**src/rtl/rfid_spi_responder_pkg.sv**
```systemverilog
// Shared types and constants for the MFRC522-style SPI register responder.
// Register map constants follow the MFRC522 datasheet addresses.
package rfid_pkg;

  localparam int RFID_ADDR_W = 6;
  localparam int RFID_DATA_W = 8;
  localparam int RFID_NREGS  = 1 << RFID_ADDR_W;

  localparam logic [RFID_ADDR_W-1:0] RFID_VERSION_ADDR = 6'h37;
  localparam logic [RFID_DATA_W-1:0] RFID_VERSION_VAL  = 8'h92;

  localparam logic [RFID_ADDR_W-1:0] REG_COMMAND    = 6'h01;
  localparam logic [RFID_ADDR_W-1:0] REG_FIFO_DATA  = 6'h09;
  localparam logic [RFID_ADDR_W-1:0] REG_FIFO_LEVEL = 6'h0A;
  localparam logic [RFID_ADDR_W-1:0] REG_VERSION    = 6'h37;

  typedef enum logic [1:0] {
    S_IDLE,
    S_ADDR,
    S_WR,
    S_RD
  } rfid_state_e;

  // Address byte layout: {rw, addr[5:0], x}
  function automatic logic [RFID_ADDR_W-1:0] addr_of(
    input logic [RFID_DATA_W-1:0] b
  );
    return b[6:1];
  endfunction

endpackage

```
**src/rtl/rfid_spi_responder_sync_edge.sv**
```systemverilog
// Multi-flop synchronizer with rise/fall detection on the synchronized level.
// RST_VAL lets SS_n come out of reset without a spurious falling edge.
module spi_sync_edge #(
  parameter int   STAGES  = 2,
  parameter logic RST_VAL = 1'b0
) (
  input  logic i_clk,
  input  logic i_rst,
  input  logic i_d,
  output logic o_q,
  output logic o_rise,
  output logic o_fall
);

  logic [STAGES-1:0] r_sync;
  logic              r_prev;

  always_ff @(posedge i_clk) begin
    if (i_rst) begin
      r_sync <= {STAGES{RST_VAL}};
      r_prev <= RST_VAL;
    end else begin
      r_sync <= {r_sync[STAGES-2:0], i_d};
      r_prev <= r_sync[STAGES-1];
    end
  end

  assign o_q    = r_sync[STAGES-1];
  assign o_rise = r_sync[STAGES-1] & ~r_prev;
  assign o_fall = ~r_sync[STAGES-1] & r_prev;

endmodule

```
**src/rtl/rfid_spi_responder.sv**
```systemverilog
// SPI mode-0 slave with a 64x8 register file and MFRC522 addressing.
// Host port gives the bench/card model direct register access.
module rfid_spi_responder
  import rfid_pkg::*;
#(
  parameter int                     SYNC_STAGES  = 2,
  parameter logic [RFID_ADDR_W-1:0] VERSION_ADDR = RFID_VERSION_ADDR,
  parameter logic [7:0]             VERSION_VAL  = RFID_VERSION_VAL
) (
  input  logic                   clk_clk,
  input  logic                   reset_reset,
  input  logic                   spi_SCLK,
  input  logic                   spi_SS_n,
  input  logic                   spi_MOSI,
  output logic                   spi_MISO,
  input  logic [RFID_ADDR_W-1:0] host_addr,
  input  logic                   host_we,
  input  logic [7:0]             host_wdata,
  output logic [7:0]             host_rdata,
  output logic                   spi_wr_valid,
  output logic [RFID_ADDR_W-1:0] spi_wr_addr,
  output logic [7:0]             spi_wr_data,
  output logic                   spi_rd_valid,
  output logic [RFID_ADDR_W-1:0] spi_rd_addr
);

  logic w_sclk_q;
  logic w_sclk_rise;
  logic w_sclk_fall;
  logic w_ss_q;
  logic w_ss_rise;
  logic w_ss_fall;
  logic w_mosi;
  logic w_unused;

  logic [SYNC_STAGES-1:0] r_mosi_sync;

  rfid_state_e r_state;
  rfid_state_e w_state_nxt;

  logic [2:0]             r_bitcnt;
  logic [6:0]             r_rx;
  logic [RFID_ADDR_W-1:0] r_addr;
  logic [7:0]             r_tx;
  logic                   r_miso;
  logic                   r_wr_valid;
  logic [RFID_ADDR_W-1:0] r_wr_addr;
  logic [7:0]             r_wr_data;
  logic                   r_rd_valid;
  logic [RFID_ADDR_W-1:0] r_rd_addr;
  logic [7:0]             r_host_rdata;
  logic [7:0]             r_regs [0:RFID_NREGS-1];

  logic [7:0]             w_byte;
  logic                   w_byte_done;
  logic                   w_wr_en;
  logic                   w_ld_en;
  logic                   w_addr_en;
  logic [RFID_ADDR_W-1:0] w_ld_addr;

  spi_sync_edge #(
    .STAGES  (SYNC_STAGES),
    .RST_VAL (1'b0)
  ) u_sclk (
    .i_clk  (clk_clk),
    .i_rst  (reset_reset),
    .i_d    (spi_SCLK),
    .o_q    (w_sclk_q),
    .o_rise (w_sclk_rise),
    .o_fall (w_sclk_fall)
  );

  // SS_n resets low so a select held across reset never looks like a new fall
  spi_sync_edge #(
    .STAGES  (SYNC_STAGES),
    .RST_VAL (1'b0)
  ) u_ss (
    .i_clk  (clk_clk),
    .i_rst  (reset_reset),
    .i_d    (spi_SS_n),
    .o_q    (w_ss_q),
    .o_rise (w_ss_rise),
    .o_fall (w_ss_fall)
  );

  always_ff @(posedge clk_clk) begin
    if (reset_reset) begin
      r_mosi_sync <= '0;
    end else begin
      r_mosi_sync <= {r_mosi_sync[SYNC_STAGES-2:0], spi_MOSI};
    end
  end

  assign w_mosi   = r_mosi_sync[SYNC_STAGES-1];
  assign w_unused = &{1'b0, w_sclk_q, w_ss_rise};

  always_comb begin
    w_state_nxt = r_state;
    w_byte      = {r_rx, w_mosi};
    w_byte_done = w_sclk_rise && (r_bitcnt == 3'd7);
    w_wr_en     = 1'b0;
    w_ld_en     = 1'b0;
    w_addr_en   = 1'b0;
    w_ld_addr   = addr_of(w_byte);
    if (w_ss_q) begin
      w_state_nxt = S_IDLE;
    end else begin
      unique case (r_state)
        S_IDLE: begin
          if (w_ss_fall) w_state_nxt = S_ADDR;
        end
        S_ADDR: begin
          if (w_byte_done) begin
            w_state_nxt = w_byte[7] ? S_RD : S_WR;
            w_addr_en   = 1'b1;
            w_ld_en     = w_byte[7];
          end
        end
        S_WR: begin
          w_wr_en = w_byte_done;
        end
        S_RD: begin
          w_addr_en = w_byte_done;
          w_ld_en   = w_byte_done;
        end
        default: w_state_nxt = S_IDLE;
      endcase
    end
  end

  always_ff @(posedge clk_clk) begin
    if (reset_reset) begin
      r_state <= S_IDLE;
    end else begin
      r_state <= w_state_nxt;
    end
  end

  always_ff @(posedge clk_clk) begin
    if (reset_reset) begin
      r_bitcnt   <= '0;
      r_rx       <= '0;
      r_addr     <= '0;
      r_tx       <= '0;
      r_miso     <= 1'b0;
      r_wr_valid <= 1'b0;
      r_wr_addr  <= '0;
      r_wr_data  <= '0;
      r_rd_valid <= 1'b0;
      r_rd_addr  <= '0;
    end else begin
      r_wr_valid <= w_wr_en;
      r_rd_valid <= w_ld_en;
      if (r_state == S_IDLE || w_state_nxt == S_IDLE) begin
        r_bitcnt <= '0;
        r_rx     <= '0;
      end else if (w_sclk_rise) begin
        r_bitcnt <= r_bitcnt + 3'd1;
        r_rx     <= w_byte[6:0];
      end
      if (w_addr_en) begin
        r_addr <= w_ld_addr;
      end
      if (w_wr_en) begin
        r_wr_addr <= r_addr;
        r_wr_data <= w_byte;
      end
      if (w_ld_en) begin
        r_rd_addr <= w_ld_addr;
        r_tx      <= r_regs[w_ld_addr];
      end else if (w_sclk_fall && r_state == S_RD) begin
        r_tx <= {r_tx[6:0], 1'b0};
      end
      if (w_state_nxt == S_IDLE) begin
        r_miso <= 1'b0;
      end else if (w_sclk_fall) begin
        r_miso <= (r_state == S_RD) ? r_tx[7] : 1'b0;
      end
    end
  end

  // SPI write is applied after the host write so it wins on a collision
  always_ff @(posedge clk_clk) begin
    if (reset_reset) begin
      for (int i = 0; i < RFID_NREGS; i++) begin
        r_regs[i[RFID_ADDR_W-1:0]] <=
          (i[RFID_ADDR_W-1:0] == VERSION_ADDR) ? VERSION_VAL : 8'h00;
      end
      r_host_rdata <= '0;
    end else begin
      if (host_we && host_addr != VERSION_ADDR) begin
        r_regs[host_addr] <= host_wdata;
      end
      if (w_wr_en && r_addr != VERSION_ADDR) begin
        r_regs[r_addr] <= w_byte;
      end
      r_host_rdata <= r_regs[host_addr];
    end
  end

  assign spi_MISO     = r_miso;
  assign host_rdata   = r_host_rdata;
  assign spi_wr_valid = r_wr_valid;
  assign spi_wr_addr  = r_wr_addr;
  assign spi_wr_data  = r_wr_data;
  assign spi_rd_valid = r_rd_valid;
  assign spi_rd_addr  = r_rd_addr;

endmodule

```
**config.mk**
```make
export PLATFORM = sky130hd
export DESIGN_NAME = rfid_spi_responder
export DESIGN_NICKNAME = d
export VERILOG_FILES = /design/src/rtl/rfid_spi_responder_pkg.sv /design/src/rtl/rfid_spi_responder_sync_edge.sv /design/src/rtl/rfid_spi_responder.sv
export SDC_FILE = /design/constraint.sdc
export NUM_CORES = 2
export LEC_CHECK = 0
export CAP_MARGIN = 5
export CORE_MARGIN = 1.5
export CORE_UTILIZATION = 40
export DETAILED_ROUTE_END_ITERATION = 8
export HOLD_SLACK_MARGIN = 0.03
export PLACE_DENSITY = 0.53
export SYNTH_ARGS = -nofsm -noshare
export SYNTH_HDL_FRONTEND = slang
export SYNTH_SLANG_ARGS = --single-unit
```
**constraint.sdc**
```tcl
create_clock -name clk_clk -period 2.6 [get_ports clk_clk]
set_input_delay 0.52 -clock clk_clk [delete_from_list [all_inputs] [get_ports clk_clk]]
set_output_delay 0.52 -clock clk_clk [all_outputs]
set_load 0.01 [all_outputs]
```
## Word-level counts from Yosys, hierarchy flattened

Memories as Yosys holds them, arrays and structs flattened. A register that Yosys moved wholly into a read port is not among the register bits.
Index checks and enable logic that the tools add are counted.

- Bits of input ports: 20
- Bits in registers: 57
- Memories kept: 1
- Bits in writable memories: 512
- Logic and storage cells: 74
- Output and inout bits: 31

Memories:

| name | depth | bits a word | read ports | clocked after memory_dff | write ports | line | source |
|---|---|---|---|---|---|---|---|
| r_regs | 64 | 8 | 2 | 2 | 64 | rfid_spi_responder.sv:52 | `logic [7:0] r_regs [0:RFID_NREGS-1];` |

- $add $sub $neg: 1
- Bitwise gates (word level): 6
- Equality and inequality tests: 6
- Reduce and logical (&&, ||, !) cells: 12
- Muxes and demuxes: 32

Operators by type and width:

| cell | number |
|---|---|
| two-way mux 8 bit | 4 |
| two-way mux 6 bit | 4 |
| two-way mux 1 bit | 18 |
| OR reduction 8 bit | 2 |
| != test 6 bit (second input constant) | 2 |
| two-way mux 2 bit | 3 |
| equality test 2 bit (second input constant) | 2 |
| logical AND 1 bit | 4 |
| logical NOT 2 bit | 2 |
| case mux 1 bit (2 select lines) | 2 |
| case mux 2 bit (2 select lines) | 1 |
| OR reduction 2 bit | 2 |
| adder 3 x 1 -> 3 bit (second input constant) | 1 |
| bitwise AND 1 bit | 3 |
| equality test 3 bit (second input constant) | 1 |
| inverter 1 bit | 3 |
| equality test 2 x 1 -> 1 bit (second input constant) | 1 |
| nonzero test 2 bit | 1 |
| logical OR 1 bit | 1 |

## Longest topological paths before layout

- Depth in word-level cells: 11
- Mapped depth: 10
- Gate-level depth less buffers: 7

## By module

A second synthesis with hierarchy kept.

- Cell total of the unflattened synthesis: 3,091
- Area total of the unflattened synthesis: 34,361.7 um2

By module, submodules not included:

| module | area each (um2) | instances | sequential area each (um2) | cells an instance |
|---|---|---|---|---|
| rfid_spi_responder | 34,179.0 | 1 | 16,676.0 | 3,075 |
| spi_sync_edge | 91.3 | 2 | 60.1 | 8 |

## Least setup slack after synthesis

OpenSTA, ideal clock, no wires.

- Path type: input to register
- From: in host_addr[1]
- To: mem r_regs[12][0], enable pin
- Data arrival time: 2,108 ps
- Stages: 8
- Setup time: 328 ps
- Path buffers: 4
- Path slack: 164 ps
- Required time: 2,272 ps
- Cells stage by stage: buf_2 -> buf_6 -> buf_2 -> nor2_1 -> buf_4 -> nand2_1 -> nor2_1 -> or3_1

RTL lines:

| element | line | source |
|---|---|---|
| start: declaration | rfid_spi_responder.sv:16 | `input logic [RFID_ADDR_W-1:0] host_addr,` |
| end: declaration | rfid_spi_responder.sv:52 |  |

==> impl_results.md <==
* Status: finished, violations left
* Failing checks: setup timing
* Mapped Cells at between 3,000 and 4,000
* Root buf cell: clkbuf_16
* Fin crit period at 2600 ps
* Mean Syn Cell Area at 10.1 um^2
* Final Setup Violations at 1
* Top Family by Delay on Critical Path: multiplexers
* Worst Path Required at 3130 ps
* Setup TNS at -3.29 ps
* Max-slew headroom at 0.341
* Post-Syn Area at 35,400 um^2
* Final Hold Viols at 0
* CTS tree: built
* Post-DP HPWL at 126,000 um
* Max-Cap Viols at 0
* Static leakage at 0.0141 uW
* GPL Wtd Cong at 1.02
* Clk_skew at 31.1 ps
* Startpoint Class: register
* Pin count of the biggest net entering global routing at a little over 80
* Full die area at around 90,000 um^2
* IO Port Bufs at 50
* Number of flops mapped to enable cells by yosys at 512
* Cell row count at 108
* Seq/Total Area, Yosys at 0.475
* DP Area at approximately 41,000 um^2
* Core Util, Final at 0.493
* Starting DRT DRC Count at 5,442
* Setup WS post-layout at -3.29 ps
* Crit path arrival time at 3140 ps
* Routed Wire Length at 177,000 um
* Fin crit share at 1.00
* Crit end category: register
* Hold slack at 422 ps
* HP Class: in -> reg
* Die X at ~300 um
* Crit Path Category: reg -> reg
* Total GRT Usage at 0.387
* Core area at a little under 90,000 um^2
* Critical Path Fanout Max at 28
* Asr flop ratio synth at 0
* Drt drc at 0
* GRT Max-Usage Layer: met2
* Crit-path slowest cell: mux4_2
* Drt wl/cell at 35.4 um
* Clk sinks at 583
* Total Power at around 24,000 uW
* Worst-path clk slew at 60 ps
* Yosys warns at 0
* CP Buf/Inv Count at 2
* Finished Cell Area at 42,900 um^2
* Met3 Use GR at 0.0894
* DRT antenna net count at 0
* Total CTS buffers at 71
* Via count of the first global-routing pass at 29,600
* I/O pin count at 51
* Vias per inst at around 6.6
* R2r worst-path depth at 6
* Commonest cells after routing, fill and taps aside: nand2_1, edfxtp_1, buf_4
* H-tree depth at 3
* Drt first pass iters at 6
* Slowest stage delay, CP at between 600 and 700 ps
* Primary FF master, synth: edfxtp_1
* RSZ-0062 raised after global routing: no
* First-pass GRT wire length at 242,000 um
* Met2 Use GR at 0.565
* VDD IR max at 539 uV
* Reg2reg end: r_tx[1]$_SDFFE_PP0P_
* Nets at between 3,000 and 4,000
* Via count at 33,000
* Leading cell type in the layout, fill and taps excluded: nand2_1
* FF+latch count, synth at between 500 and 600
* Bufs on Longest Clock Path at 3
* Achievable frequency at between 0.3 and 0.4 GHz
* Final Max Slew Viols at 0
* Layout cells sized above 1 at 0.234
* Flop2flop setup slack at -3 ps
* Met1 GRT Util at 0.556
* Die Y-Extent at 300 um
* Starting density of the core at 0.406
* Power density cells at 556 nW/um^2
* Most used cell, CP: mux4_2
* Netlist cell types at 77
* Hold endpoint: u_ss.r_sync[0]$_SDFF_PP0_
* Clock Latency Late Sink at 660 ps
* Hold path startpoint: spi_SS_n
* Hold Path Depth at 2
* Initial antenna violation count at 15
* Grt ovf at 0
* Slew @ Worst Pin at 988 ps
* Area grow syn2layout at 21.5%
* Crit path cell chain: buf_16, mux4_2, mux4_2, mux2i_2, buf_4, a21oi_1
-- worst register-to-register path: stages, from the launching register on --
cell	delay (ps)
dfxtp_4	510
buf_16	270
mux4_2	660
mux4_2	500
mux2i_2	290
buf_4	190
a21oi_1	70
-- synth_stat cells (23+ instances only) --
cell	count	area (um^2)
nand2_1	875	3280
edfxtp_1	512	15400
o21ai_0	410	2050
clkbuf_1	213	800
nand3_1	149	746
mux2i_1	143	1430
mux4_2	138	3110
nor2_1	119	447
buf_2	104	521
mux2_2	85	957
dfxtp_1	71	1420
a21oi_1	64	320
a22oi_1	47	353
or3_1	44	275
a221oi_1	43	377
o31ai_1	43	323
nor2b_1	39	244
o22ai_1	35	219
o41ai_1	28	245
a211o_1	23	201
inv_1	23	86.3
-- cell type report --
type	count	area [um^2]
Antenna cell	6	15.0
Sequential cell	583	16800
Fill cell	7989	44200
Inverter	24	90.1
Tap cell	1155	1450
Clock buffer	92	1870
Clock inverter	39	433
Multi-Input combinational cell	2552	16900
Timing Repair Buffer	558	5330
-- timing repair --
item,in CTS,in global routing
setup endpoints to repair,3,11
resized for setup,3,7
buffers inserted,0,2
gates cloned,0,1
hold buffers,0,0
-- kinds of logic (layout without fill, tap and decap cells) --
group	Yosys count	after routing	synth area share
compound gates	809	809	0.142
simple gates	1354	1354	0.169
mux	378	378	0.164
flops	583	583	0.475
fa+ha+maj	2	2	0.000708
xor+xnor	1	1	0.000248
other cells	2	14	0.000212
buf+inv	380	713	0.0484
-- metal layers --
metal,share of wire,vias to the layer above
met5,0.00046,-
met4,0.045,12
met3,0.12,392
met2,0.42,2490
met1,0.41,16500
li1,-,13600
-- stage by stage --
| stage | std cells | worst slack (ps) |
|---|---|---|
| floorplan | 3515 | 164 |
| global placement | 4869 | -872 |
| detailed placement | 4869 | -884 |
| CTS | 5000 | 19.2 |
| global route | 5003 | 9.72 |
| finish | 5009 | -3.29 |
-- flip-flops by register name (all words and copies together) (netlist names), named ones only --
register       count
host_rdata         8
r_addr             6
r_bitcnt           3
r_mosi_sync        2
r_regs           512
r_rx               7
r_state            2
r_tx               8
spi_MISO           1
spi_rd_addr        6
spi_rd_valid       1
spi_wr_addr        6
spi_wr_data        8
spi_wr_valid       1
u_sclk.r_prev      1
u_sclk.r_sync      2
u_ss.r_prev        1
u_ss.r_sync        2
-- power breakdown --
group | total, uW | switching, uW | internal [uW]
clock network | 10200 | 4320 | 5830
registers | 11100 | 508 | 10600
logic | 2580 | 1570 | 1010
total | 23900 | 6400 | 17500
-- worst max path at each step --
stage / start / endpoint / slack (ps) / cells past startpoint
2_1_floorplan: host_addr[1] / r_regs[12][0]$_DFFE_PP_ / 160 / 8
3_3_place_gp: host_addr[1] / host_rdata[0]$_SDFF_PP0_ / -870 / 7
3_5_place_dp: host_addr[1] / host_rdata[0]$_SDFF_PP0_ / -880 / 7
4_1_cts: register / r_tx[3]$_SDFFE_PP0P_ / 20 / 6
5_1_grt: host_addr[4] / host_rdata[6]$_SDFF_PP0_ / 10 / 7
6_report: register / r_tx[1]$_SDFFE_PP0P_ / -3 / 6
(Power assumes the default switching activity.)
